===== src/rtl/spi_pkg.sv =====
// Shared SPI definitions: frame widths, arbiter state encoding and
// the ADXL345 register map used by spi_arbiter and spi_control.
package spi_pkg;

    localparam int SPI_TX_W = 16;
    localparam int SPI_RX_W = 8;

    typedef enum logic [1:0] {
        ST_IDLE      = 2'd0,
        ST_WAIT_DONE = 2'd1,
        ST_RELEASE   = 2'd2
    } arb_state_t;

    localparam logic SPI_MODE_READ  = 1'b1;
    localparam logic SPI_MODE_WRITE = 1'b0;

    localparam logic [5:0] ADXL_DEVID       = 6'h00;
    localparam logic [5:0] ADXL_BW_RATE     = 6'h2C;
    localparam logic [5:0] ADXL_POWER_CTL   = 6'h2D;
    localparam logic [5:0] ADXL_DATA_FORMAT = 6'h31;
    localparam logic [5:0] ADXL_DATAX0      = 6'h32;
    localparam logic [5:0] ADXL_DATAX1      = 6'h33;

    // Frame layout: {rw, multi_byte, addr[5:0], wdata[7:0]}
    function automatic logic [SPI_TX_W-1:0] adxl_frame(
        input logic       rw,
        input logic [5:0] addr,
        input logic [7:0] wdata
    );
        return {rw, 1'b0, addr, wdata};
    endfunction

endpackage


===== src/rtl/spi_rr_pick.sv =====
// Combinational round-robin selector: first requester after ptr,
// wrapping, with one-hot grant and binary index.
module spi_rr_pick #(
    parameter int NUM_REQ = 2,
    parameter int PTR_W   = (NUM_REQ > 1) ? $clog2(NUM_REQ) : 1
) (
    input  logic [NUM_REQ-1:0] req,
    input  logic [PTR_W-1:0]   ptr,
    output logic [NUM_REQ-1:0] gnt,
    output logic [PTR_W-1:0]   idx,
    output logic               valid
);

    always_comb begin
        logic [PTR_W-1:0] c;
        c     = '0;
        gnt   = '0;
        idx   = '0;
        valid = 1'b0;
        for (int k = 1; k <= NUM_REQ; k++) begin
            c = PTR_W'((int'(ptr) + k) % NUM_REQ);
            if (!valid && req[c]) begin
                valid  = 1'b1;
                gnt[c] = 1'b1;
                idx    = c;
            end
        end
    end

endmodule


===== src/rtl/spi_arbiter.sv =====
// Round-robin arbiter sharing one spi_serdes frame engine between
// NUM_REQ requesters, with a done-watchdog against a stuck serdes.
module spi_arbiter
    import spi_pkg::*;
#(
    parameter int NUM_REQ        = 2,
    parameter int TX_W           = SPI_TX_W,
    parameter int RX_W           = SPI_RX_W,
    parameter int TIMEOUT_CYCLES = 64
) (
    input  logic                    spi_clk,
    input  logic                    reset_n,
    input  logic [NUM_REQ-1:0]      req,
    input  logic [NUM_REQ*TX_W-1:0] req_data,
    output logic [NUM_REQ-1:0]      gnt,
    output logic [NUM_REQ-1:0]      rsp_valid,
    output logic [RX_W-1:0]         rsp_data,
    output logic                    rsp_timeout,
    output logic                    busy,
    output logic                    err_sticky,
    input  logic                    err_clr,
    output logic                    serdes_start,
    output logic [TX_W-1:0]         serdes_data_tx,
    input  logic                    serdes_done,
    input  logic [RX_W-1:0]         serdes_data_rx
);

    localparam int PTR_W = (NUM_REQ > 1) ? $clog2(NUM_REQ) : 1;
    localparam int TMR_W = $clog2(TIMEOUT_CYCLES) + 1;
    localparam logic [TMR_W-1:0] TMR_LAST = TMR_W'(TIMEOUT_CYCLES - 1);
    localparam logic [TMR_W-1:0] TMR_MAX  = '1;

    arb_state_t         state;
    logic [PTR_W-1:0]   ptr;
    logic [TMR_W-1:0]   timer;
    logic [NUM_REQ-1:0] pick_gnt;
    logic [PTR_W-1:0]   pick_idx;
    logic               pick_any;

    spi_rr_pick #(
        .NUM_REQ (NUM_REQ),
        .PTR_W   (PTR_W)
    ) u_pick (
        .req   (req),
        .ptr   (ptr),
        .gnt   (pick_gnt),
        .idx   (pick_idx),
        .valid (pick_any)
    );

    always_ff @(posedge spi_clk or negedge reset_n) begin
        if (!reset_n) begin
            state          <= ST_IDLE;
            ptr            <= PTR_W'(NUM_REQ - 1);
            timer          <= '0;
            gnt            <= '0;
            rsp_valid      <= '0;
            rsp_data       <= '0;
            rsp_timeout    <= 1'b0;
            busy           <= 1'b0;
            err_sticky     <= 1'b0;
            serdes_start   <= 1'b0;
            serdes_data_tx <= '0;
        end else begin
            gnt         <= '0;
            rsp_valid   <= '0;
            rsp_timeout <= 1'b0;
            // A watchdog set below overrides this clear
            if (err_clr)
                err_sticky <= 1'b0;
            unique case (state)
                ST_IDLE: begin
                    if (pick_any) begin
                        gnt            <= pick_gnt;
                        serdes_data_tx <= req_data[pick_idx*TX_W +: TX_W];
                        serdes_start   <= 1'b1;
                        ptr            <= pick_idx;
                        timer          <= '0;
                        busy           <= 1'b1;
                        state          <= ST_WAIT_DONE;
                    end
                end
                ST_WAIT_DONE: begin
                    if (serdes_done) begin
                        rsp_data     <= serdes_data_rx;
                        rsp_valid    <= NUM_REQ'(1) << ptr;
                        serdes_start <= 1'b0;
                        timer        <= '0;
                        state        <= ST_RELEASE;
                    end else if (timer == TMR_LAST) begin
                        rsp_data     <= '0;
                        rsp_valid    <= NUM_REQ'(1) << ptr;
                        rsp_timeout  <= 1'b1;
                        err_sticky   <= 1'b1;
                        serdes_start <= 1'b0;
                        timer        <= '0;
                        state        <= ST_RELEASE;
                    end else if (timer != TMR_MAX) begin
                        timer <= timer + TMR_W'(1);
                    end
                end
                ST_RELEASE: begin
                    if (!serdes_done) begin
                        busy  <= 1'b0;
                        state <= ST_IDLE;
                    end else if (timer == TMR_LAST) begin
                        err_sticky <= 1'b1;
                        busy       <= 1'b0;
                        state      <= ST_IDLE;
                    end else if (timer != TMR_MAX) begin
                        timer <= timer + TMR_W'(1);
                    end
                end
                default: begin
                    busy  <= 1'b0;
                    state <= ST_IDLE;
                end
            endcase
        end
    end

endmodule


===== config.mk =====
export PLATFORM = sky130hd
export DESIGN_NAME = spi_arbiter
export DESIGN_NICKNAME = d
export VERILOG_FILES = /design/src/rtl/spi_pkg.sv /design/src/rtl/spi_rr_pick.sv /design/src/rtl/spi_arbiter.sv
export SDC_FILE = /design/constraint.sdc
export NUM_CORES = 1
export LEC_CHECK = 0
export ABC_CLOCK_PERIOD_IN_PS = 1600
export CORE_MARGIN = 4
export CORE_UTILIZATION = 40
export DETAILED_ROUTE_END_ITERATION = 10
export PLACE_DENSITY = 0.75
export SYNTH_ARGS = -nofsm -noshare
export SYNTH_HDL_FRONTEND = slang
export SYNTH_SLANG_ARGS = --single-unit

===== constraint.sdc =====
create_clock -name spi_clk -period 1.6 [get_ports spi_clk]
set_input_delay 0.24 -clock spi_clk [delete_from_list [all_inputs] [get_ports spi_clk]]
set_output_delay 0.24 -clock spi_clk [all_outputs]
set_load 0.01 [all_outputs]

==> metrics.md <==
| Metric | Value |
|---|---|
| Drt via density | 5.18 |
| Layer with the highest usage | met2 |
| Grt met3 use | 3.05% |
| CTS tree | built |
| Largest net degree at the start of global routing | 34 |
| Logic gate share of total power | 52.9% |
| Sequential area share after synthesis | 50.7% |
| Port Buf Inserts | 77 |
| Fraction of registers with async set or reset after synthesis | 100% |
| Overall power | 5.35 mW |
| Cell area power density | 1620 nW/um^2 |
| Seq pwr share | 31.8% |
| Wire per inst | 14.9 um |
| CTS Sinks | 42 |
| Share of layout cells above drive strength 1 | 19.2% |
| Post-Syn Area per Cell | 10.6 sq um |
| Remaining DRCs | 0 |
| Post-synth EDFFs | 0 |
| Max Fclk | 0.613 GHz |
| Synth warnings | 0 |
| Final-layout fill cell count | 374 |
| Core footprint | 4880 sq um |
| H-tree levels | 2 |
| Dpl hpwl | 3980 um |
| Ys flop type | dfrtp_1 |
| Antenna Nets Post-Route | 0 |
| Syn Nets | 247 |
| Critical Path End Type | register |
| Cell Int Power | 3.49 mW |
| Setup TNS | -0.113 ns |
| Clock-pin slew on the worst setup and hold paths | 0.08 ns |
| Clock network latency to the later pin of the worst-skew pair | 0.29 ns |
| Starting density of the core | 42.5% |
| Top Family by Delay on Critical Path | compound AO/OA/AOI/OAI gates |
| Reg2reg end | timer[1] |
| Yosys reg bits | 42 |
| Most frequent cells in the layout | clkdlybuf4s50_1, dfrtp_1, nand2_1 |
| Synthesized area | 2070 sq um |
| Critical path peak fanout | 5 |
| Final worst slack | -0.0309 ns |
| R2r setup slk | -0.03 ns |
| Status | finished with violations |
| Post-Synthesis Cells | 196 |
| Worst setup SP type | register |
| Initial antenna violation count | 0 |
| FF+latch area | 1050 sq um |
| Worst R2R Start | state[1] |
| Die Y | 80.0 um |
| Skew final | 0.00528 ns |
| CP Buf/Inv Count | 1 |
| Die X | 80.0 um |
| Vias in the first global route | 1,796 |
| Netlist cell types | 43 |
| Leading cell type in the layout, fill and taps excluded | clkdlybuf4s50_1 |
| GP Congestion | 0.832 |
| Nets | 342 |
| Worst Path Arrival | 1.79 ns |
| Maximum vdd drop | 0.00168 V |
| Total gr overflow | 0 |
| Reg2Reg Depth | 6 |
| Tot GR Track Use | 16.4% |
| Critical path's largest stage delay | 0.42 ns |
| DRT Wirelength | 5350 um |
| M1 GR Usage | 19.5% |
| Met2 Use GR | 28.4% |
| Unrepaired setup endpoints after global routing | yes |
| Critical path class | register to register |
| Sw Pwr | 1.87 mW |
| Final period util | 102% |
| Worst-Margin Slew | 0.300 ns |
| Via count | 1,860 |
| Hold crit path type | input port to async pin |
| Static leakage | 1.38 nW |
| Clock Tree Buf Depth | 2 |
| WP data required | 1.76 ns |
| Fin cells | 359 |
| Failing checks | setup timing |
| Clk pwr share | 15.3% |
| Std-Cell Rows | 25 |
| Placed Cells | 350 |
| Max Cap Viol | 0 |
| TritonRoute pass-1 iters | 4 |
| Final setup vio count | 5 |
| Switching Fraction | 34.9% |
| Num CTS Buffers | 5 |
| Worst hold slack | 0.451 ns |
| Max-slew violations | 0 |
| Footprint of the multi-input gates | 1060 sq um |
| Period minus WS final | 1.63 ns |
| Critical Path, Cell by Cell | inv_1, ha_2, nor2b_4, o221a_4, a221oi_4, o22ai_1 |
| I/O Pins | 78 |
| Die Area | 6400 sq um |
| Root buffer cell | clkbuf_8 |
| Slowest cell on the critical path | dfrtp_1 |
| Final Hold Viols | 0 |
| Worst relative slew slack | 79.9% |
| Global-route wire length before repair | 8150 um |
| Initial DRC count | 74 |
| Ant diodes | 0 |
| Synth-to-Final Area Change | 58.9% |
[registers in the layout, summed over array words and instances (netlist names), 2 cells and up]
register and flops:
rsp_valid 2, state 2, rsp_data 8, serdes_data_tx 16
gnt 2, timer 7
[cell families (layout without fill, tap and decap cells)]
| group | after synthesis | after routing | synth area share [%] |
|---|---|---|---|
| AOI/OAI and AO/OA | 62 | 62 | 21.7 |
| adders and majority gates | 5 | 5 | 3.02 |
| buffers and inverters | 19 | 115 | 4.10 |
| DFF | 42 | 42 | 50.7 |
| muxes | 16 | 16 | 7.72 |
| and+or+nand+nor | 52 | 52 | 12.8 |
[power by group through the flow]
stage               clock, mW  combinational, mW  sequential (mW)
floorplan                   0               1.21             1.87
global placement            0               2.60             1.70
detailed placement          0               2.64             1.71
CTS                     0.845               2.75             1.70
global route            0.900               3.05             1.75
finish                  0.820               2.83             1.70
[timing repair]
action | 4_1_cts | 5_1_grt
pin swaps | 8 | 5
hold endpoints to repair | 41 | 0
buffers inserted | 0 | 0
setup endpoints to repair | 8 | 19
resized for setup | 10 | 12
hold buffers | 1 | 0
[routing by layer]
metal	wire, um	vias to the layer above
met3	266	11
met2	2720	66
met1	2220	881
met4	143	0
li1	-	902
met5	0	-
[how the worst max path moves through the flow]
stage	start	endpoint	slack [ns]	cells past startpoint
6_report	state[1]	timer[1]	-0.03	6
5_1_grt	state[0]	timer[1]	-0.12	6
2_1_floorplan	state[0]	timer[0]	0.00009	6
3_3_place_gp	req[1]	timer[5]	-0.09	5
4_1_cts	state[0]	timer[5]	-0.04	7
3_5_place_dp	state[0]	timer[5]	-0.14	7
[area by class of cell]
class	count	area share, %
clock buffer	6	2.20
clock inverter	2	1.14
inverter	10	1.18
multi-input combinational	135	32.2
sequential	42	31.9
tap	67	2.54
timing repair buffer	97	28.8
[worst reg2reg max path, stage by stage, from the launching register on]
cell      delay (ns)
dfrtp_1         0.42
inv_1           0.09
ha_2            0.19
nor2b_4         0.13
o221a_4         0.30
a221oi_4        0.28
o22ai_1         0.11
[metrics by stage]
stage | utilization (%) | setup WS (ns) | area (sq um)
after floorplan | - | 0.0000889 | 2100
after global routing | 67.6 | -0.123 | 3300
after global placement | 62.8 | -0.0941 | 3060
final | 67.6 | -0.0309 | 3300
after detailed placement | 62.8 | -0.135 | 3060
after CTS | 66.1 | -0.0447 | 3220
[cells in the mapped netlist (all sizes together), types with 2 or more instances]
| master | n | area (sq um) |
|---|---|---|
| a22o | 8 | 70.1 |
| o21ai | 23 | 123 |
| o22ai | 4 | 25.0 |
| ha | 5 | 62.6 |
| buf | 6 | 35.0 |
| a21o | 2 | 15.0 |
| nand2 | 23 | 91.3 |
| mux2i | 16 | 160 |
| nor2b | 2 | 12.5 |
| o211ai | 3 | 22.5 |
| nor2 | 6 | 22.5 |
| nand3 | 9 | 50.1 |
| a221oi | 3 | 32.5 |
| clkbuf | 3 | 11.3 |
| o21a | 2 | 15.0 |
| a32o | 2 | 20.0 |
| dfrtp | 41 | 1030 |
| inv | 9 | 33.8 |
| and2 | 4 | 25.0 |
| and3 | 2 | 12.5 |
| or3b | 2 | 17.5 |
| a21oi | 6 | 30.0 |
| a21boi | 3 | 26.3 |
Note: power is estimated with default switching activity, not from simulation.
